$ cat config.mk
export PLATFORM = sky130hd
export DESIGN_NAME = iob_align_seq
export DESIGN_NICKNAME = d
export VERILOG_FILES = /design/src/rtl/iob_align_seq.sv
export SDC_FILE = /design/constraint.sdc
export NUM_CORES = 1
export LEC_CHECK = 0
export ABC_CLOCK_PERIOD_IN_PS = 3300
export BUFFER_PORTS_ARGS = -buffer_cell sky130_fd_sc_hd__buf_2
export CAP_MARGIN = 30
export CORE_MARGIN = 1.5
export CORE_UTILIZATION = 55
export CTS_BUF_LIST = sky130_fd_sc_hd__clkbuf_2
export DETAILED_ROUTE_END_ITERATION = 8
export PLACE_DENSITY = 0.79
export SLEW_MARGIN = 20
export SYNTH_ARGS = -nofsm -noshare
export SYNTH_HDL_FRONTEND = slang
export SYNTH_SLANG_ARGS = --single-unit
$ cat constraint.sdc
create_clock -name clk_i -period 3.3 [get_ports clk_i]
set_input_delay 0.66 -clock clk_i [delete_from_list [all_inputs] [get_ports clk_i]]
set_output_delay 0.66 -clock clk_i [all_outputs]
set_load 0.03 [all_outputs]
$ cat src/rtl/iob_align_seq.sv
// Iterative mantissa aligner: shifts right by up to STEP bits per cycle and
// ORs every bit shifted out into a sticky flag, returned over valid/ready.
module iob_align_seq #(
    parameter int DATA_W  = 32,
    parameter int SHIFT_W = 6,
    parameter int STEP    = 8
) (
    input  logic               clk_i,
    input  logic               arst_n_i,
    input  logic               in_valid_i,
    output logic               in_ready_o,
    input  logic [DATA_W-1:0]  man_i,
    input  logic [SHIFT_W-1:0] shift_i,
    output logic               out_valid_o,
    input  logic               out_ready_i,
    output logic [DATA_W-1:0]  man_o,
    output logic               sticky_o,
    output logic               busy_o
);

    localparam int REM_W = $clog2(DATA_W + 1);
    localparam logic [REM_W-1:0] DATA_W_R = REM_W'(DATA_W);
    localparam logic [REM_W-1:0] STEP_R   = REM_W'(STEP);
    localparam logic [DATA_W:0]  ONE_W    = (DATA_W + 1)'(1);

    typedef enum logic [1:0] {IDLE, SHIFT, DONE} state_t;

    state_t             state, state_nxt;
    logic [DATA_W-1:0]  man_r;
    logic [REM_W-1:0]   rem;
    logic               sticky_r;

    logic               accept;
    logic [REM_W-1:0]   sat_shift;
    logic [REM_W-1:0]   amt;
    logic [REM_W-1:0]   rem_nxt;
    logic [DATA_W:0]    mask;

    assign accept = in_valid_i & in_ready_o;

    // Mask is one bit wider than the mantissa so amt == DATA_W still yields all ones.
    always_comb begin
        if (32'(shift_i) >= 32'(DATA_W)) sat_shift = DATA_W_R;
        else                             sat_shift = REM_W'(shift_i);
        amt     = (rem < STEP_R) ? rem : STEP_R;
        rem_nxt = rem - amt;
        mask    = (ONE_W << amt) - ONE_W;
    end

    // NOTE: sequential state uses non-blocking assignments so every register
    // samples pre-edge values regardless of statement order.
    always_ff @(posedge clk_i or negedge arst_n_i) begin
        if (!arst_n_i) state <= IDLE;
        else           state <= state_nxt;
    end

    // NOTE: every signal is given a default first so no path leaves it
    // unassigned, which would otherwise infer a latch.
    always_comb begin
        state_nxt = state;
        case (state)
            IDLE:    if (accept) state_nxt = (sat_shift == '0) ? DONE : SHIFT;
            SHIFT:   if (rem_nxt == '0) state_nxt = DONE;
            DONE:    if (out_ready_i) state_nxt = IDLE;
            default: state_nxt = IDLE;
        endcase
    end

    always_comb begin
        in_ready_o  = (state == IDLE);
        out_valid_o = (state == DONE);
        busy_o      = (state == SHIFT) || (state == DONE);
    end

    // NOTE: datapath registers are reset too, so outputs read zero straight
    // out of reset and after an aborted job.
    always_ff @(posedge clk_i or negedge arst_n_i) begin
        if (!arst_n_i) begin
            man_r    <= '0;
            rem      <= '0;
            sticky_r <= 1'b0;
        end else if (accept) begin
            man_r    <= man_i;
            rem      <= sat_shift;
            sticky_r <= 1'b0;
        end else if (state == SHIFT) begin
            sticky_r <= sticky_r | (|(man_r & mask[DATA_W-1:0]));
            man_r    <= man_r >> amt;
            rem      <= rem_nxt;
        end
    end

    assign man_o    = man_r;
    assign sticky_o = sticky_r;

endmodule

# After elaboration in Yosys (flattened, before gate mapping)
# Cells that the tools add are included.
# W data, S select, Z words.
word_totals:
  regBits: 41
  elab_cells: 38
op_classes:
  add_sub_neg: 2
  n_lt_le_gt_ge: 2
  eq_ne: 5
  shift: 2
  n_mux: 13
  n_bitwise: 3
  n_reduce_logical: 7
op_table:
  columns: ["cell", "n"]
  rows:
  - ["$mux W32", 2]
  - ["$and A32 B32 Y32", 1]
  - ["$reduce_or A32 Y1", 1]
  - ["$shl A1 B6 Y32 const A", 1]
  - ["$shr A32 B6 Y32", 1]
  - ["$sub A32 B1 Y32 const B", 1]
  - ["$mux W6", 4]
  - ["$logic_not A6 Y1", 2]
  - ["$mux W2", 4]
  - ["$ge A6 B6 Y1 const B", 1]
  - ["$lt A6 B4 Y1 const B", 1]
  - ["$pmux W2 S3", 1]
  - ["$sub A6 B6 Y6", 1]
  - ["$ne A2 B1 Y1 const B", 2]
  - ["$reduce_and A3 Y1", 1]
  - ["$eq A2 B1 Y1 const B", 1]
  - ["$eq A2 B2 Y1 const B", 1]
  - ["$logic_not A2 Y1", 1]
  - ["$mux W1", 2]
  - ["$ne A2 B2 Y1 const B", 1]
  - ["$reduce_bool A2 Y1", 1]
  - ["$and A1 B1 Y1", 1]
  - ["$logic_or A1 B1 Y1", 1]
  - ["$or A1 B1 Y1", 1]

# Longest topological paths before layout
depth:
  word_depth: 9
  depth_mapped: 12

# Worst setup path before layout
# No wires, ideal clock.
synth_path:
  path_type: "register -> register"
  start: "register rem[3]"
  end: "register rem[4]"
  setup_ns: 0.065
  arrival_time_ns: 2.497
  required_time_ns: 3.235
  slack_ns: 0.738
  path_stages_with_launch: 13
  period_less_slack_ns: 2.562
  path_cell_list: "dfrtp_1 buf_2 or3_1 buf_2 buf_2 buf_1 nand2_1 ha_1 o31a_1 nor3_1 a21oi_1 a211oi_1 a31o_2"
synth_via:
  elab_chain_len: 5
synth_rtl:
  columns: ["item", "line", "source"]
  rows:
  - ["from (decl)", "30", "logic [REM_W-1:0] rem;"]
  - ["from (signal assigned)", "84", "rem <= sat_shift;"]
  - ["from (signal assigned)", "89", "rem <= rem_nxt;"]
  - ["$lt A6 B4 Y1", "45", "amt = (rem < STEP_R) ? rem : STEP_R;"]
  - ["$mux W6", "45", null]
  - ["$sub A6 B6 Y6 (*)", "46", "rem_nxt = rem - amt;"]
  - ["$mux W6 (*)", "86", "end else if (state == SHIFT) begin"]
  - ["$mux W6 (*)", "82", "end else if (accept) begin"]
# Mark *: on every way between the ends. The rest lies on a longest branch, timed or not. The select of a mux whose other input is x is not followed.
# A chain may end at the register's enable or synchronous reset.

# Worst setup path after layout
layout_path:
  start: "register rem[3]"
  end: "register man_r[7], in the netlist man_o[7]"
layout_via:
  elab_chain_len: 5
layout_rtl:
  columns: ["item", "line", "source"]
  rows:
  - ["$lt A6 B4 Y1", "45", null]
  - ["$mux W6 (*)", "45", null]
  - ["$shr A32 B6 Y32 (*)", "88", "man_r <= man_r >> amt;"]
  - ["$mux W32 (*)", "86", null]
  - ["$mux W32 (*)", "82", null]
  - ["to (signal assigned)", "83", "man_r <= man_i;"]
  - ["to (signal assigned)", "88", null]
  - ["to (decl)", "29", "logic [DATA_W-1:0] man_r;"]
# Marks and branches as above.

==> summary.md <==
| Metric | Value |
|---|---|
| Sum of internal, switching and leakage power | `5.81 mW` |
| Worst IR drop on VDD | `0.507 mV` |
| Buffer type at the clock tree root | `clkbuf_2` |
| First-iteration detailed-routing DRC count | `562` |
| Setup WS pre-CTS | `0.715 ns` |
| Hold_buf cts | `0` |
| Overall overflow remaining after global route | `0` |
| Wire length of the first global-routing pass | `23900 um` |
| RSZ-0062 raised after global routing | `false` |
| Number of nets in the layout | `638` |
| Fill count | `677` |
| Share of synthesized area occupied by flip-flops and latches | `0.245` |
| Share of final-layout standard cells stronger than drive strength 1 | `0.203` |
| DRC violation count after routing | `0` |
| Post-synthesis xor/xnor area fraction | `0.00209` |
| First-pass iteration count of the detailed router | `5` |
| Max-slew violation total from the final report | `0` |
| Share of cell area taken by muxes after synthesis | `0.104` |
| Pin slew with the least headroom to its limit | `0.914 ns` |
| Number of placed instances, taps included | `683` |
| CTS tree | `yes` |
| Slack of the critical path | `0.622 ns` |
| Arrival time at the worst endpoint | `2.98 ns` |
| FF-to-FF path depth | `6` |
| Post-synthesis sequential element count | `41` |
| Via-per-instance ratio | `6.98` |
| Synthesis Warnings | `0` |
| # port buffers | `77` |
| TritonCTS Buffers | `5` |
| Hold violation count in the final report | `0` |
| Worst skew pair latency | `0.45 ns` |
| Post-CTS sizing | `0` |
| CP Launch Type | `flip-flop` |
| CTS H-tree depth | `2` |
| Synth Area in Adders | `0.0149` |
| Basic-gate share of the synthesized area counting and, or, nand and nor cells | `0.219` |
| Antenna violations before repair | `0` |
| Half-perimeter wire length after detailed placement | `10100 um` |
| Pin count of the biggest net entering global routing | `40` |
| WP data required | `3.60 ns` |
| Pleak | `1.97 nW` |
| Distinct cells, synth | `66` |
| Area grow syn2layout | `9.64%` |
| Leading cell types in the layout, fill and taps excluded | `buf_2, nand2_1, a21oi_1` |
| Minimum period implied by the final worst setup slack | `2.68 ns` |
| Effective utilization at floorplan | `0.572` |
| Largest fanout of any net on the critical path | `26` |
| Share of synthesized registers carrying an async set or reset | `1.00` |
| Top achievable clock speed | `373 MHz` |
| Min Hold Slack | `0.149 ns` |
| Number of top-level pins | `78` |
| Core area | `0.00733 mm2` |
| Crit Path Category | `reg -> reg` |
| Height of the die | `90.3 um` |
| Total power density per cell area | `1260 mW/mm2` |
| Remaining antenna violation count | `0` |
| Result of the run | `completed` |
| Total nets after synthesis | `597` |
| Combinational family with the most area after synthesis | `compound AO/OA/AOI/OAI gates` |
| Mapped Avg Cell Area | `7.62 um2` |
| Maximum clock path buffer count | `2` |
| Total standard cell area after synthesis | `0.00419 mm2` |
| Total setup buffers inserted after CTS | `0` |
| Max capacitance violation total | `0` |
| Total number of vias | `4818` |
| Core Rows | `31` |
| TritonCTS Sinks | `41` |
| Clock transition at the registers of the reported paths | `0.26 ns` |
| Number of enable flip-flop cells after synthesis | `0` |
| Crit end category | `flip-flop` |
| Setup-failing EPs final | `0` |
| Fin util | `0.627` |
| Dominant register cell in the synthesized netlist | `dfrtp_1` |
| Count of antenna diodes in the layout | `0` |
| Die area | `0.00815 mm2` |
| Fraction of the mapped netlist area in compound gates | `0.336` |
| Setup skew after layout | `0.0526 ns` |
| Relative slew margins | `0.391` |
| Final RePlAce weighted congestion | `0.983` |
| Most common library cell in the layout ignoring fill and taps | `buf_2` |
| Setup TNS | `0 ns` |
| Layout Cells excl Fill | `690` |
| Tcrit/Tclk final | `0.812` |
| Die Wd | `90.3 um` |
| Final instance area | `0.00460 mm2` |
| Post-place instance area | `0.00456 mm2` |
| Total wire length | `15000 um` |
| Cell count after synthesis | `550` |
| Overall routing resource usage | `0.367` |
| Per-cell routed wire length | `21.7 um` |
| Number of global-route vias before repair | `4485` |
| Hold Path Class | `in -> async` |
-- cell type report --
class                           count  area, um2  share of cell area
Clock buffer                        6       30.0             0.00653
Clock inverter                      1       3.75            0.000817
Inverter                           11       41.3             0.00898
Multi-Input combinational cell    438       2840               0.617
Sequential cell                    41       1030               0.223
Tap cell                           99        124              0.0270
Timing Repair Buffer               94        533               0.116
-- cells by family (layout without fill, tap and decap cells) --
logic type,count (synthesis),after routing
simple gates,176,176
compound gates,213,213
mux,42,42
fa+ha+maj,5,5
xor+xnor,1,1
buf+inv,71,112
flops,41,41
other cells,1,1
-- power by group --
part,switching [mW],internal [mW],total [mW]
clock,0.181,0.0493,0.231
combinational,2.62,1.53,4.16
sequential,0.677,0.748,1.42
-- sequential cells by signal, summed over array words and instances (netlist names) --
name      cells
sticky_o      1
rem           6
man_o        32
state         2
-- cell usage after synthesis (3+ instances only) --
master | count | area [um2]
nand2_1 | 59 | 221
a21oi_1 | 54 | 270
nor2_1 | 44 | 165
dfrtp_1 | 41 | 1030
mux2i_1 | 39 | 390
o21ai_0 | 35 | 175
clkbuf_1 | 28 | 105
buf_2 | 22 | 110
o21ai_1 | 16 | 80.1
a211oi_1 | 15 | 113
nand3_1 | 13 | 65.1
nor2b_1 | 12 | 75.1
nor3b_1 | 12 | 90.1
a31oi_1 | 11 | 68.8
inv_1 | 11 | 41.3
o22ai_1 | 11 | 68.8
a2bb2oi_1 | 8 | 70.1
a21o_1 | 6 | 45.0
a311oi_1 | 6 | 52.6
a22oi_1 | 5 | 37.5
buf_1 | 5 | 18.8
buf_6 | 5 | 56.3
ha_1 | 5 | 62.6
nor3_1 | 5 | 25.0
nor4_1 | 5 | 31.3
o221ai_1 | 5 | 43.8
o2bb2ai_1 | 5 | 43.8
a211oi_2 | 4 | 50.1
a221oi_1 | 4 | 35.0
and2_1 | 4 | 25.0
a2111oi_0 | 3 | 26.3
a21boi_0 | 3 | 22.5
nand2b_1 | 3 | 18.8
nand4_1 | 3 | 18.8
o21bai_1 | 3 | 22.5
-- per-layer routing --
layer | vias to the layer above | track usage | routed length, um
met5 | - | 0 | 0
met3 | 60 | 0.0690 | 1690
li1 | 2130 | - | -
met2 | 364 | 0.574 | 6920
met4 | 0 | 0.151 | 509
met1 | 2264 | 0.498 | 5850
-- worst max-delay path, stage by stage (launching register included) --
cell     delay (ns)
dfrtp_1        0.60
buf_4          0.25
or4b_4         0.71
mux2i_1        0.39
mux2i_1        0.15
o22ai_1        0.32
o21ai_1        0.12
-- worst paths after layout --
| path | startpoint | to | slack [ns] |
|---|---|---|---|
| setup / recovery | rem[3] | man_o[7] | 0.62 |
| hold / removal | arst_n_i | man_o[12] | 0.15 |
| setup reg to reg | rem[3] | man_o[7] | 0.62 |
| hold reg to reg | man_o[0] | man_o[0] | 0.59 |
| max in group asynchronous | arst_n_i | man_o[31] | 2.58 |
| min in group clk_i | man_i[28] | man_o[28] | 0.41 |
Power figures use the tool's default switching activity.
